==> src/rtl/hazard_forward_ctrl_pkg.sv <==
// Shared definitions for the hazard/forwarding controller: operand-mux select codes,
// controller FSM encodings and the in-flight destination scoreboard entry.
package hazard_forward_ctrl_pkg;

  localparam int SB_ADDR_W = 5;

  localparam logic [1:0] FWD_RF     = 2'b00;
  localparam logic [1:0] FWD_EXMEM  = 2'b01;
  localparam logic [1:0] FWD_MEMWB  = 2'b10;
  localparam logic [1:0] FWD_WBHOLD = 2'b11;

  typedef enum logic [1:0] {
    ST_RUN   = 2'd0,
    ST_STALL = 2'd1,
    ST_FLUSH = 2'd2
  } hz_state_e;

  typedef struct packed {
    logic                 valid;
    logic [SB_ADDR_W-1:0] dst;
    logic                 load;
  } sb_entry_t;

  function automatic logic sb_hit(input sb_entry_t e, input logic [SB_ADDR_W-1:0] r);
    return e.valid && (e.dst == r);
  endfunction

endpackage

==> src/rtl/hazard_forward_ctrl_fwd_select.sv <==
// Priority compare of one source register against the EX/MEM/WB producers;
// the nearest producer wins and register 0 never forwards.
module fwd_select
  import hazard_forward_ctrl_pkg::*;
(
  input  logic [SB_ADDR_W-1:0] src_i,
  input  sb_entry_t            ex_i,
  input  sb_entry_t            mem_i,
  input  sb_entry_t            wb_i,
  output logic [1:0]           sel_o
);

  always_comb begin
    sel_o = FWD_RF;
    if (src_i != '0) begin
      if (sb_hit(ex_i, src_i))       sel_o = FWD_EXMEM;
      else if (sb_hit(mem_i, src_i)) sel_o = FWD_MEMWB;
      else if (sb_hit(wb_i, src_i))  sel_o = FWD_WBHOLD;
    end
  end

endmodule

==> src/rtl/hazard_forward_ctrl.sv <==
// Hazard/forwarding controller for the 5-stage pipeline: tracks in-flight destinations,
// registers EX operand-mux selects, and issues load-use stalls and taken-branch flushes.
module hazard_forward_ctrl
  import hazard_forward_ctrl_pkg::*;
#(
  parameter int REG_ADDR_W = SB_ADDR_W,
  parameter int CNT_W      = 32
) (
  input  logic                  Clk,
  input  logic                  Reset,
  input  logic                  ID_Valid,
  input  logic [REG_ADDR_W-1:0] ID_Rs,
  input  logic [REG_ADDR_W-1:0] ID_Rt,
  input  logic                  ID_UsesRs,
  input  logic                  ID_UsesRt,
  input  logic [REG_ADDR_W-1:0] ID_Dst,
  input  logic                  ID_RegWrite,
  input  logic                  ID_MemRead,
  input  logic                  EX_BranchTaken,
  output logic                  PC_Write,
  output logic                  IFID_Write,
  output logic                  IFID_Flush,
  output logic                  IDEX_Bubble,
  output logic [1:0]            ForwardA,
  output logic [1:0]            ForwardB,
  output logic [CNT_W-1:0]      StallCount,
  output logic [CNT_W-1:0]      FlushCount,
  output logic [1:0]            Dbg_State
);

  hz_state_e        state_q, state_d;
  sb_entry_t        ex_q, mem_q, wb_q, id_ent;
  logic [1:0]       fwd_a_q, fwd_a_d, fwd_b_q, fwd_b_d;
  logic [1:0]       sel_a, sel_b;
  logic [CNT_W-1:0] stall_cnt_q, stall_cnt_d, flush_cnt_q, flush_cnt_d;
  logic             load_use;

  fwd_select u_fwd_a (.src_i(ID_Rs), .ex_i(ex_q), .mem_i(mem_q), .wb_i(wb_q), .sel_o(sel_a));
  fwd_select u_fwd_b (.src_i(ID_Rt), .ex_i(ex_q), .mem_i(mem_q), .wb_i(wb_q), .sel_o(sel_b));

  assign load_use = ID_Valid && ex_q.valid && ex_q.load && (ex_q.dst != '0) &&
                    ((ID_UsesRs && (ID_Rs == ex_q.dst)) || (ID_UsesRt && (ID_Rt == ex_q.dst)));

  // Hazard outputs follow the next-state decision so the stall/flush acts this cycle;
  // Reset forces the idle values even though it is sampled combinationally here.
  always_comb begin
    state_d     = ST_RUN;
    PC_Write    = 1'b1;
    IFID_Write  = 1'b1;
    IFID_Flush  = 1'b0;
    IDEX_Bubble = 1'b0;
    if (!Reset && (state_q == ST_RUN)) begin
      if (EX_BranchTaken) state_d = ST_FLUSH;
      else if (load_use)  state_d = ST_STALL;
    end
    case (state_d)
      ST_STALL: begin
        PC_Write    = 1'b0;
        IFID_Write  = 1'b0;
        IDEX_Bubble = 1'b1;
      end
      ST_FLUSH: begin
        IFID_Flush  = 1'b1;
        IDEX_Bubble = 1'b1;
      end
      default: ;
    endcase
  end

  always_comb begin
    id_ent.valid = ID_Valid && ID_RegWrite && !IDEX_Bubble;
    id_ent.dst   = ID_Dst;
    id_ent.load  = ID_MemRead;
    fwd_a_d      = (IDEX_Bubble || !ID_Valid) ? FWD_RF : sel_a;
    fwd_b_d      = (IDEX_Bubble || !ID_Valid) ? FWD_RF : sel_b;
  end

  always_comb begin
    stall_cnt_d = stall_cnt_q;
    flush_cnt_d = flush_cnt_q;
    if ((state_d == ST_STALL) && (stall_cnt_q != '1)) stall_cnt_d = stall_cnt_q + CNT_W'(1);
    if ((state_d == ST_FLUSH) && (flush_cnt_q != '1)) flush_cnt_d = flush_cnt_q + CNT_W'(1);
  end

  always_ff @(posedge Clk or posedge Reset) begin
    if (Reset) begin
      state_q     <= ST_RUN;
      ex_q        <= '0;
      mem_q       <= '0;
      wb_q        <= '0;
      fwd_a_q     <= FWD_RF;
      fwd_b_q     <= FWD_RF;
      stall_cnt_q <= '0;
      flush_cnt_q <= '0;
    end else begin
      state_q     <= state_d;
      ex_q        <= id_ent;
      mem_q       <= ex_q;
      wb_q        <= mem_q;
      fwd_a_q     <= fwd_a_d;
      fwd_b_q     <= fwd_b_d;
      stall_cnt_q <= stall_cnt_d;
      flush_cnt_q <= flush_cnt_d;
    end
  end

  assign ForwardA   = fwd_a_q;
  assign ForwardB   = fwd_b_q;
  assign StallCount = stall_cnt_q;
  assign FlushCount = flush_cnt_q;
  assign Dbg_State  = state_q;

endmodule

==> config.mk <==
export PLATFORM = sky130hd
export DESIGN_NAME = hazard_forward_ctrl
export DESIGN_NICKNAME = d
export VERILOG_FILES = /design/src/rtl/hazard_forward_ctrl_pkg.sv /design/src/rtl/hazard_forward_ctrl_fwd_select.sv /design/src/rtl/hazard_forward_ctrl.sv
export SDC_FILE = /design/constraint.sdc
export NUM_CORES = 1
export LEC_CHECK = 0
export CORE_ASPECT_RATIO = 1.75
export CORE_MARGIN = 5
export CORE_UTILIZATION = 53
export CTS_BUF_LIST = sky130_fd_sc_hd__clkbuf_8
export CTS_CLUSTER_SIZE = 14
export DETAILED_ROUTE_END_ITERATION = 6
export GPL_TIMING_DRIVEN = 0
export MAX_ROUTING_LAYER = met4
export PLACE_DENSITY_LB_ADDON = 0.25
export SLEW_MARGIN = 0
export SYNTH_ARGS = -nofsm -noshare
export SYNTH_HDL_FRONTEND = slang
export SYNTH_HIERARCHICAL = 1
export SYNTH_SLANG_ARGS = --single-unit
==> constraint.sdc <==
create_clock -name Clk -period 4.5 [get_ports Clk]
set_clock_uncertainty 0.15 [all_clocks]
set_input_delay 0.9 -clock Clk [delete_from_list [all_inputs] [get_ports Clk]]
set_output_delay 0.9 -clock Clk [all_outputs]
set_load 0.1 [all_outputs]
==> metrics.cfg <==
[outcome]
status = finished, final reports clean

[cells_and_area]
layout.filler_cells = 630
final_layout_size_suffix_gt1_frac = 0.08269
fin_cells = 612
syn_to_final_growth_pct = 30.18
layout.nets = 542
final_area_um2 = 5758
antennaDiodeCount = 0

[sta]
setup_ws_ns = 0.004106
fmax_mhz = 222.4
grt_setup_unrepaired = yes
period_share = 0.9991
worst_pin_slew_ns = 1.007
relSlewSlack = 0.3265
period_needed_ns = 4.496
slew_violations = 0
setup-violations-final = 0
hold_violations = 0
tns_ns = 0

[global_route]
grt_start_max_net_pins = 54
grt.total_usage = 0.2208
antenna_found_initial = 0
grt_pass1_wl_um = 17440
overflow = 0
grt_pass1_vias = 3645

[place]
dp_hpwl_um = 7786
placed_area_um2 = 5529
pre_cts_slack_ns = -0.7688
io_buffers = 96
globalplace.congestion = 0.8547
post-place-cells = 596

[critical_path]
end_kind = output pin
critPathRequiredTime_ns = 3.45
reg2reg_slack_ns = 1.00
reg2reg_from = ex_q[2]$_DFF_PP0_
crit_arrival_ns = 3.45
crit_path_start_kind = input port
cp_max_fo = 5
worstSetupPathType = input port to output pin
crit_start = ID_Rt[4]

[die]
initial_core_util = 0.5392
die_h_um = 130.8
rows = 44
dieArea_um2 = 10340
die-width_um = 79.06
core_um2 = 8203
pin_count = 97

[cts]
cts_setup_buffers = 0
cts_buffers = 9
cts_buffer_depth = 2
clk_pin_slew_ns = 0.08
insertion_delay_ns = 0.35
cts_tree = yes
cts_root_buf = clkbuf_8
htreeDepth = 3
clock-sinks = 89

[power]
vdd_drop_max_v = 0.0004656
power.leakage_nw = 2.503
finalPower_mw = 1.849
power.density_nw_per_um2 = 321.2

[detailed_routing]
vias = 3548
drt-met1-wl_um = 4183
wire_per_inst_um = 17.21
drtIter0Drc = 159
drt_first_pass_iters = 4
wl_um = 10530
via_per_inst = 5.797
dr_wl_met2_um = 5690
detail-route-antenna-nets = 0
drc = 0
top_layer_used = met4
routed-wl-met3_um = 431

[logic_synthesis]
synth_fp_nets = 434
synthCells = 407
ys.warnings.count = 6
synthesis.area_um2 = 4423
syn_area_per_cell_um2 = 10.87

[job]
maxCapViolCount = 0

[min_path]
hp-start = mem_q[6]$_DFF_PP0_
hold_path.class = flip-flop to flip-flop

## sequential cells by signal, summed over array words and instances (netlist names)
name and cells:
StallCount 32, ForwardA 2, wb_q 6, ForwardB 2
Dbg_State 2, ex_q 7, mem_q 6, FlushCount 32
## per-stage QoR
stage	util	hold WS, ns
after floorplan	-	0.2231
after global placement	0.6704	0.2542
after detailed placement	0.6740	0.2662
after CTS	0.7007	0.2848
after global routing	0.7020	0.2877
final	0.7020	0.2818
## worst max-delay path, cell delays in order
cell and delay [ns]:
clkdlybuf4s50_1 0.57, xor2_1 0.21, nor4_1 0.25, and3_1 0.23
a31oi_1 0.08, or4_1 0.43, ha_1 0.28, clkdlybuf4s15_2 0.49
## what timing repair did
item,in CTS,in global routing
cloned,0,0
resized for setup,19,2
setup endpoints to repair,4,2
hold buffers,0,0
## placed cells by master (no fill, tap or decap), drive strengths merged, types with 13 or more instances in the layout
cell type,count
clkdlybuf4s50,92
dfrtp,89
xor2,61
xnor2,37
nand2,35
nand4,27
nand3,26
nor2,24
nor3,21
nor4,17
and3,13
## path summary, 6_finish.rpt
kind	to	cells after the start
min in group asynchronous	ForwardA[1]$_DFF_PP0_	2
setup / recovery	IFID_Flush	8
setup reg to reg	StallCount[16]$_DFFE_PP0P_	11
hold reg to reg	wb_q[6]$_DFF_PP0_	0
hold / removal	wb_q[6]$_DFF_PP0_	0
max in group asynchronous	FlushCount[0]$_DFFE_PP0P_	3
## final cells by class
cell class              instances  area [um2]  share of cell area
flip-flops and latches         89        2227              0.3868
multi-input cells             304        2138              0.3714
repair buffers                 97       980.9              0.1704
clock buffers                  11       151.4             0.02629
well taps                      92       115.1             0.01999
clock inverters                 5       78.83             0.01369
inverters                      11       43.79            0.007605
plain buffers                   3       22.52            0.003911
## routing by layer
metal	track usage	up-vias
met1	0.2503	1749
met4	0.1073	0
met3	0.04115	14
li1	-	1673
met5	-	-
met2	0.3739	112
## where the power goes
part           switching (mW)  internal, mW
registers              0.0442         0.830
logic                   0.256         0.102
clock network           0.276         0.341
total                   0.576          1.27
No activity file was read; power rests on OpenSTA's default activity.
